## src/rtl/serial_arith_pkg.sv

```systemverilog
// Shared types and elaboration helpers for the digit-serial add/subtract unit.
package serial_arith_pkg;

  typedef enum logic [1:0] {IDLE, RUN, DONE} state_e;

  function automatic int ndig_f(int width, int digit);
    return width / digit;
  endfunction

  // Digit counter width; never narrower than one bit.
  function automatic int cnt_w_f(int width, int digit);
    int n;
    n = width / digit;
    return (n <= 1) ? 1 : $clog2(n);
  endfunction

  function automatic bit params_ok_f(int width, int digit);
    return (width >= 2) && (digit >= 1) && (digit <= width) && ((width % digit) == 0);
  endfunction

endpackage

```

## src/rtl/addsub_digit.sv

```systemverilog
// Combinational DIGIT-bit ripple full-adder chain used once per clock by the serial unit.
module addsub_digit #(
  parameter int DIGIT = 1
) (
  input  logic [DIGIT-1:0] a,
  input  logic [DIGIT-1:0] b,
  input  logic             cin,
  output logic [DIGIT-1:0] s,
  output logic             cout,
  output logic             c_msb_in
);

  logic [DIGIT:0] c;

  always_comb begin
    c    = '0;
    s    = '0;
    c[0] = cin;
    for (int i = 0; i < DIGIT; i++) begin
      s[i]   = a[i] ^ b[i] ^ c[i];
      c[i+1] = (a[i] & b[i]) | (c[i] & (a[i] ^ b[i]));
    end
  end

  assign cout     = c[DIGIT];
  assign c_msb_in = c[DIGIT-1];

endmodule

```

## src/rtl/serial_addsub_unit.sv

```systemverilog
// Digit-serial two's-complement add/subtract: DIGIT bits per clock, LSB first,
// with start/busy/done handshake and registered sum/carry/overflow/zero.
module serial_addsub_unit
  import serial_arith_pkg::*;
#(
  parameter int WIDTH = 8,
  parameter int DIGIT = 1
) (
  input  logic             clk,
  input  logic             rst,
  input  logic             start,
  input  logic             sub,
  input  logic [WIDTH-1:0] op_a,
  input  logic [WIDTH-1:0] op_b,
  output logic             busy,
  output logic             done,
  output logic [WIDTH-1:0] sum,
  output logic             carry,
  output logic             overflow,
  output logic             zero
);

  localparam int NDIG = ndig_f(WIDTH, DIGIT);
  localparam int CW   = cnt_w_f(WIDTH, DIGIT);
  localparam logic [CW-1:0] LAST = CW'(NDIG - 1);

  if (!params_ok_f(WIDTH, DIGIT)) begin : g_bad_params
    $error("serial_addsub_unit: WIDTH must be >= 2 and an exact multiple of DIGIT");
  end

  state_e           state_q;
  logic [WIDTH-1:0] a_q, b_q, res_q;
  logic [WIDTH-1:0] a_d, b_d, res_d;
  logic             c_q;
  logic [CW-1:0]    cnt_q;
  logic             busy_q, done_q, carry_q, ovf_q, zero_q;
  logic [WIDTH-1:0] sum_q;
  logic [DIGIT-1:0] dig_s;
  logic             dig_cout, dig_cmsb;

  addsub_digit #(.DIGIT(DIGIT)) u_digit (
    .a       (a_q[DIGIT-1:0]),
    .b       (b_q[DIGIT-1:0]),
    .cin     (c_q),
    .s       (dig_s),
    .cout    (dig_cout),
    .c_msb_in(dig_cmsb)
  );

  // New result digits enter from the MSB side so the last digit lands the sum in place.
  assign res_d = (res_q >> DIGIT) | (WIDTH'(dig_s) << (WIDTH - DIGIT));
  assign a_d   = a_q >> DIGIT;
  assign b_d   = b_q >> DIGIT;

  always_ff @(posedge clk) begin
    if (rst) begin
      state_q <= IDLE;
      a_q     <= '0;
      b_q     <= '0;
      res_q   <= '0;
      c_q     <= 1'b0;
      cnt_q   <= '0;
      busy_q  <= 1'b0;
      done_q  <= 1'b0;
      sum_q   <= '0;
      carry_q <= 1'b0;
      ovf_q   <= 1'b0;
      zero_q  <= 1'b0;
    end else begin
      done_q <= 1'b0;
      unique case (state_q)
        RUN: begin
          a_q   <= a_d;
          b_q   <= b_d;
          res_q <= res_d;
          c_q   <= dig_cout;
          cnt_q <= cnt_q + CW'(1);
          if (cnt_q == LAST) begin
            state_q <= DONE;
            busy_q  <= 1'b0;
            done_q  <= 1'b1;
            sum_q   <= res_d;
            carry_q <= dig_cout;
            ovf_q   <= dig_cmsb ^ dig_cout;
            zero_q  <= (res_d == '0);
          end
        end
        default: begin
          // IDLE and DONE both accept a new operation; subtraction is A + ~B + 1.
          if (start) begin
            state_q <= RUN;
            busy_q  <= 1'b1;
            a_q     <= op_a;
            b_q     <= sub ? ~op_b : op_b;
            c_q     <= sub;
            cnt_q   <= '0;
          end else begin
            state_q <= IDLE;
          end
        end
      endcase
    end
  end

  assign busy     = busy_q;
  assign done     = done_q;
  assign sum      = sum_q;
  assign carry    = carry_q;
  assign overflow = ovf_q;
  assign zero     = zero_q;

endmodule
```

## config.mk

```make
export PLATFORM = sky130hd
export DESIGN_NAME = serial_addsub_unit
export DESIGN_NICKNAME = d
export VERILOG_FILES = /design/src/rtl/serial_arith_pkg.sv /design/src/rtl/addsub_digit.sv /design/src/rtl/serial_addsub_unit.sv
export SDC_FILE = /design/constraint.sdc
export NUM_CORES = 1
export LEC_CHECK = 0
export BUFFER_PORTS_ARGS = -buffer_cell sky130_fd_sc_hd__buf_2
export CORE_UTILIZATION = 49
export DETAILED_ROUTE_END_ITERATION = 7
export PLACE_DENSITY = 0.74
export SYNTH_ARGS = -nofsm -noshare
export SYNTH_HDL_FRONTEND = slang
export SYNTH_SLANG_ARGS = --single-unit
```

## constraint.sdc

```tcl
create_clock -name clk -period 1.5 [get_ports clk]
set_clock_uncertainty 0.2 [all_clocks]
set_input_delay 0.075 -clock clk [delete_from_list [all_inputs] [get_ports clk]]
set_output_delay 0.075 -clock clk [all_outputs]
set_load 0.02 [all_outputs]
```

### Yosys cells after proc, flatten, opt, wreduce, memory -nomap -nowiden

Cells that the tools add are included.

* register bits: 43
* output and inout port bits: 13
* word-level logic and storage cells: 49

* mux-type cells: 16
* reductions and logical operators: 6
* equality and inequality tests: 3
* add/sub/neg operators: 1
* bitwise logic cells: 9

Operators by type and width (number)
* $mux W7: 4
* $logic_not A8 Y1: 1
* $mux W8: 1
* $not A8 Y8: 1
* $or A7 B8 Y8: 1
* $mux W1: 7
* $mux W3: 2
* $mux W2: 2
* $reduce_and A2 Y1: 2
* $reduce_or A2 Y1: 2
* $add A3 B1 Y3 const B: 1
* $eq A3 B3 Y1 const B: 1
* $xor A1 B1 Y1: 3
* $and A1 B1 Y1: 2
* $eq A2 B1 Y1 const B: 1
* $ne A2 B2 Y1 const B: 1
* $reduce_bool A2 Y1: 1
* $not A1 Y1: 1
* $or A1 B1 Y1: 1

### Logic depth before layout (Yosys ltp)

* depth in word-level cells: 4
* mapped depth: 7

### Cells and area by module

A second synthesis with hierarchy kept.

* cell total of the unflattened synthesis: 202
* area total of the unflattened synthesis: 1794.2 µm²

Modules (own cells, without submodules)
* serial_addsub_unit: area each 1766.7 µm², cells each 200, times used 1
* addsub_digit: area each 27.5 µm², cells each 2, times used 1

### Worst setup path before layout

No wires, ideal clock.

* path kind: register to register
* start: register cnt_q[0]
* end: register carry_q (netlist: carry)
* buffers on the path: 2
* period minus slack after synthesis: 1.525 ns
* path slack: -0.025 ns
* library setup time: 0.134 ns
* cell stages (with the launch flop): 8
* arrival: 1.191 ns
* data required time: 1.166 ns
* cells stage by stage: dfxtp_1 > ha_1 > ha_1 > and3b_1 > buf_2 > buf_6 > nand2_1 > a21oi_1

* cells in the longest elaborated chain, start to end: 2

Ends and longest elaborated chain
* start, declared: RTL line serial_addsub_unit.sv:35 `logic [CW-1:0] cnt_q;`
* start signal, assigned: RTL line serial_addsub_unit.sv:77 `cnt_q <= cnt_q + CW'(1);`
* $eq A3 B3 Y1: RTL line serial_addsub_unit.sv:78 `if (cnt_q == LAST) begin`
* $reduce_and A2 Y1 (no line)
* end signal, assigned: RTL line serial_addsub_unit.sv:83 `carry_q <= dig_cout;`
* end, declared: RTL line serial_addsub_unit.sv:36 `logic busy_q, done_q, carry_q, ovf_q, zero_q;`

No other way between the ends.
A chain may end at the register's enable or synchronous reset.

### Final worst setup path

* start: register c_q
* end: register res_q[7]

* cells in the longest elaborated chain, start to end: 2

Ends and longest elaborated chain
* start, declared: RTL line serial_addsub_unit.sv:34 `logic c_q;`
* start signal, assigned: RTL line serial_addsub_unit.sv:76 `c_q <= dig_cout;`
* start signal, assigned: RTL line serial_addsub_unit.sv:95 `c_q <= sub;`
* $xor A1 B1 Y1: RTL line addsub_digit.sv:20 `s[i] = a[i] ^ b[i] ^ c[i];`
* via dig_s: RTL line serial_addsub_unit.sv:38 `logic [DIGIT-1:0] dig_s;`
* $or A7 B8 Y8: RTL line serial_addsub_unit.sv:51 `assign res_d = (res_q >> DIGIT) | (WIDTH'(dig_s) << (WIDTH - DIGIT));`
* end signal, assigned: RTL line serial_addsub_unit.sv:75 `res_q <= res_d;`
* end, declared: RTL line serial_addsub_unit.sv:32 `logic [WIDTH-1:0] a_q, b_q, res_q;`

The timed path passes the listed nets, and every way through them passes these cells.

==> summary.md <==
| Metric | Value |
|---|---|
| Sw Pwr | roughly 0.00055 W |
| Total DRC errors in the routed layout | 0 |
| Placer congestion estimate | 0.752 |
| Vias post-DR | 1504 |
| Number of failing hold endpoints at the final stage | 2 |
| Post-synth EDFFs | 0 |
| Synth Instances | 202 |
| Sum of met2 wire segment lengths after detailed routing | 1.64 mm |
| Root Driver | sky130_fd_sc_hd__clkbuf_8 |
| Endpoint of the worst hold-timing path | b_q[2] |
| Number of cells on the worst hold path | 4 |
| Worst hold-check slack | -4.19 ps |
| Switching portion of total power | 0.245 |
| DR iter-0 viols | slightly above 90 |
| Worst slack after detailed placement | -35.6 ps |
| Drt via density | between 5 and 6 |
| Peak Freq | 681 MHz |
| Violated checks | negative hold slack |
| Clock-pin slew reported for the worst setup and hold paths after clock tree synthesis | 70 ps |
| Buffers from clock root to sink, at most | 2 |
| Worst reg2reg endpoint | res_q[7] |
| WL met1 | 1.81 mm |
| Utilization after layout | 0.672 |
| Sequential share of power | 0.532 |
| Logic pwr share | 0.140 |
| Yosys warning total | 0 |
| Portion of the post-synthesis area used by sequential elements | 0.467 |
| Unrepaired setup endpoints after global routing | true |
| Multi-input combinational cell area | between 800 and 900 µm² |
| TritonRoute pass-1 iters | 4 |
| Layout filler cell count | 282 |
| Post-synthesis async set-or-reset flop share | 0 |
| Number of antenna cells inserted | 0 |
| Most frequently used flop master after synthesis | sky130_fd_sc_hd__dfxtp_1 |
| Cell types with the largest area share after synthesis | sky130_fd_sc_hd__dfxtp_1 47%, sky130_fd_sc_hd__nand2_1 8.8%, sky130_fd_sc_hd__a21oi_1 7.5%, sky130_fd_sc_hd__mux2i_1 5.0%, sky130_fd_sc_hd__xnor2_1 4.4% |
| Placed Area | roughly 2000 µm² |
| Final layout net count | 274 |
| First-pass GRT wire length | 6.07 mm |
| Cell type with the highest aggregate area in the netlist | sky130_fd_sc_hd__dfxtp_1 |
| Category of the worst setup path launch point | flip-flop |
| Maximum number of pins on one net before global-route repair | 43 |
| Max-slew headroom | 0.748 |
| Result of the run | complete, but fails checks |
| Synth Net Count | 225 |
| Global route total overflow | 0 |
| Number of global-route vias before repair | between 1000 and 1500 |
| Die Y-Extent | 62.6 µm |
| Number of setup violations in the final report | 0 |
| Maximum vdd ir drop | 0.819 mV |
| Cell row count | 21 |
| Initial standard-cell utilization of the core | 0.523 |
| Clock tree from TritonCTS | yes |
| Final worst path period need | 1470 ps |
| Die area | 3920 µm² |
| Initial antenna violation count | 0 |
| Area occupied by registers | 847 µm² |
| GRT Overall Usage | 0.196 |
| Depth of the worst register-to-register path | 4 |
| Least-Margin Pin Slew | 377 ps |
| H-tree Lvls | 2 |
| Wirelength, routed | 3.63 mm |
| Average footprint of a synthesized cell | slightly below 9 µm² |
| Post-route cell area | 2310 µm² |
| Endpoint class of the critical path | flip-flop |
| Max Used Layer | met4 |
| Critical path fanouts, max | 2 |
| Sinks on the clock net | 42 |
| Signed area change from the synthesized netlist to the final layout | 28.3% |
| Clock latency on the worst-skew pair | 290 ps |
| WS Path Type | reg -> reg |
| Synthesized cell area | ~1800 µm² |
| Count of port buffers added during placement | 32 |
| Yosys reg bits | 42 |
| Ratio of final minimum period to clock period | 0.979 |
| Detail-routed net length per standard cell | 12.2 µm |
| Most frequent cells after synthesis | 42 x sky130_fd_sc_hd__dfxtp_1, 42 x sky130_fd_sc_hd__nand2_1, 27 x sky130_fd_sc_hd__a21oi_1 |
| Fraction of power consumed by the clock network | 0.328 |
| Static leakage power | approximately 0.94 nW |
| Routed Antenna Nets | 0 |
| Number of unique standard cell types used by synthesis | 24 |
| Internal power | about 0.0017 W |
| Horizontal die dimension | 62.6 µm |
| Crit path arrival time | around 1500 ps |
| Worst setup slack after layout | just over 30 ps |
| Worst r2r src | c_q |
| Type of the most critical hold path | in -> reg |
| Ports | 33 |
| Met3 wirelength from detailed routing | 137 µm |
| Startpoint of the worst hold path | op_b[2] |
| DP HPWL | around 2.2 mm |
| PD cells | 974 nW/µm² |
| Setup slack of the most critical reg-to-reg path | 30 ps |
| Critical path data required time | 1530 ps |
| Num CTS Buffers | 5 |
| Fraction of final layout cells sized beyond drive strength 1 | 0.282 |
| Count of max-cap constraint violations | 0 |
| Total count of max-transition violations in the final report | 0 |
| Post-synth top area share | 0.467 |
| Core footprint | 3440 µm² |
## per-layer routing
layer	vias up	GRT usage
li1	777	-
met1	695	0.251
met5	-	0
met3	7	0.0547
met2	25	0.322
met4	0	0.0523
## per-stage QoR
step | total power, W | setup TNS (ps) | std cells
final | 0.00225 | 0 | 298
after global routing | 0.00236 | -120 | 298
after CTS | 0.00225 | 0 | 297
after detailed placement | 0.00149 | -44.1 | 275
after global placement | 0.00149 | -45.5 | 275
after floorplan | 0.00142 | 0 | 202
## worst max-delay path by stage
stage                   from  endpoint  slack, ps  cells past startpoint
floorplan           cnt_q[0]     carry         10                      7
CTS                      c_q      zero          3                      4
detailed placement       c_q      zero        -40                      4
global route             c_q      zero        -40                      4
finish                   c_q  res_q[7]         30                      4
global placement         c_q      zero        -50                      4
## sequential cells by signal, summed over array words and instances, names as in the netlist
signal    cells
cnt_q         3
a_q           8
overflow      1
zero          1
carry         1
state_q       2
b_q           8
done          1
sum           8
busy          1
res_q         7
c_q           1
## area by class of cell
| cell class | count | area share |
|---|---|---|
| Multi-Input combinational cell | 142 | 0.384 |
| Sequential cell | 42 | 0.366 |
| Timing Repair Buffer | 60 | 0.186 |
| Clock buffer | 7 | 0.0373 |
| Tap cell | 46 | 0.0249 |
| Clock inverter | 1 | 0.00216 |
## placed cells by master, fill, tap and decap left out, drive strengths merged, types with 2 or more instances in the layout
cell and count:
nor2 20, a211oi 9, dlygate4sd3 14, ha 2, a21oi 28, xnor2 9, buf 46, nand2b 2
nor4 2, dfxtp 42, nand3b 4, mux2i 9, nor3 3, clkbuf 7, nand2 42, a211o 7
## worst max-delay path, cell delays in order (launching register included)
cell and delay (ps):
sky130_fd_sc_hd__dfxtp_2 340, sky130_fd_sc_hd__fa_2 600, sky130_fd_sc_hd__buf_4 120, sky130_fd_sc_hd__nand2_1 40, sky130_fd_sc_hd__a21oi_1 110
## power groups by stage
stage / Clock, W / Sequential, W / Combinational, W
floorplan: 0 / 0.00121 / 0.000202
global placement: 0 / 0.00122 / 0.000272
detailed placement: 0 / 0.00122 / 0.000272
CTS: 0.000749 / 0.00119 / 0.000304
global route: 0.000811 / 0.00120 / 0.000350
finish: 0.000739 / 0.00120 / 0.000316
## cells by family after synthesis
group                    Yosys count  share of synthesized area
AO/OA/AOI/OAI                     45                      0.162
XOR/XNOR                           9                     0.0438
adder cells (fa/ha/maj)            3                     0.0250
buffers and inverters             18                     0.0688
flip-flops                        42                      0.467
multiplexers                       9                     0.0500
AND/OR/NAND/NOR                   76                      0.183
## repair_timing
item | CTS | global route
setup endpoints to repair | 11 | 13
hold buffers | 14 | 0
setup buffers | 0 | 1
resized for setup | 6 | 11
endpoints found under the hold margin | 16 | 0
pin swaps | 1 | 2
gates cloned | 0 | 0
(Power assumes the default switching activity.)
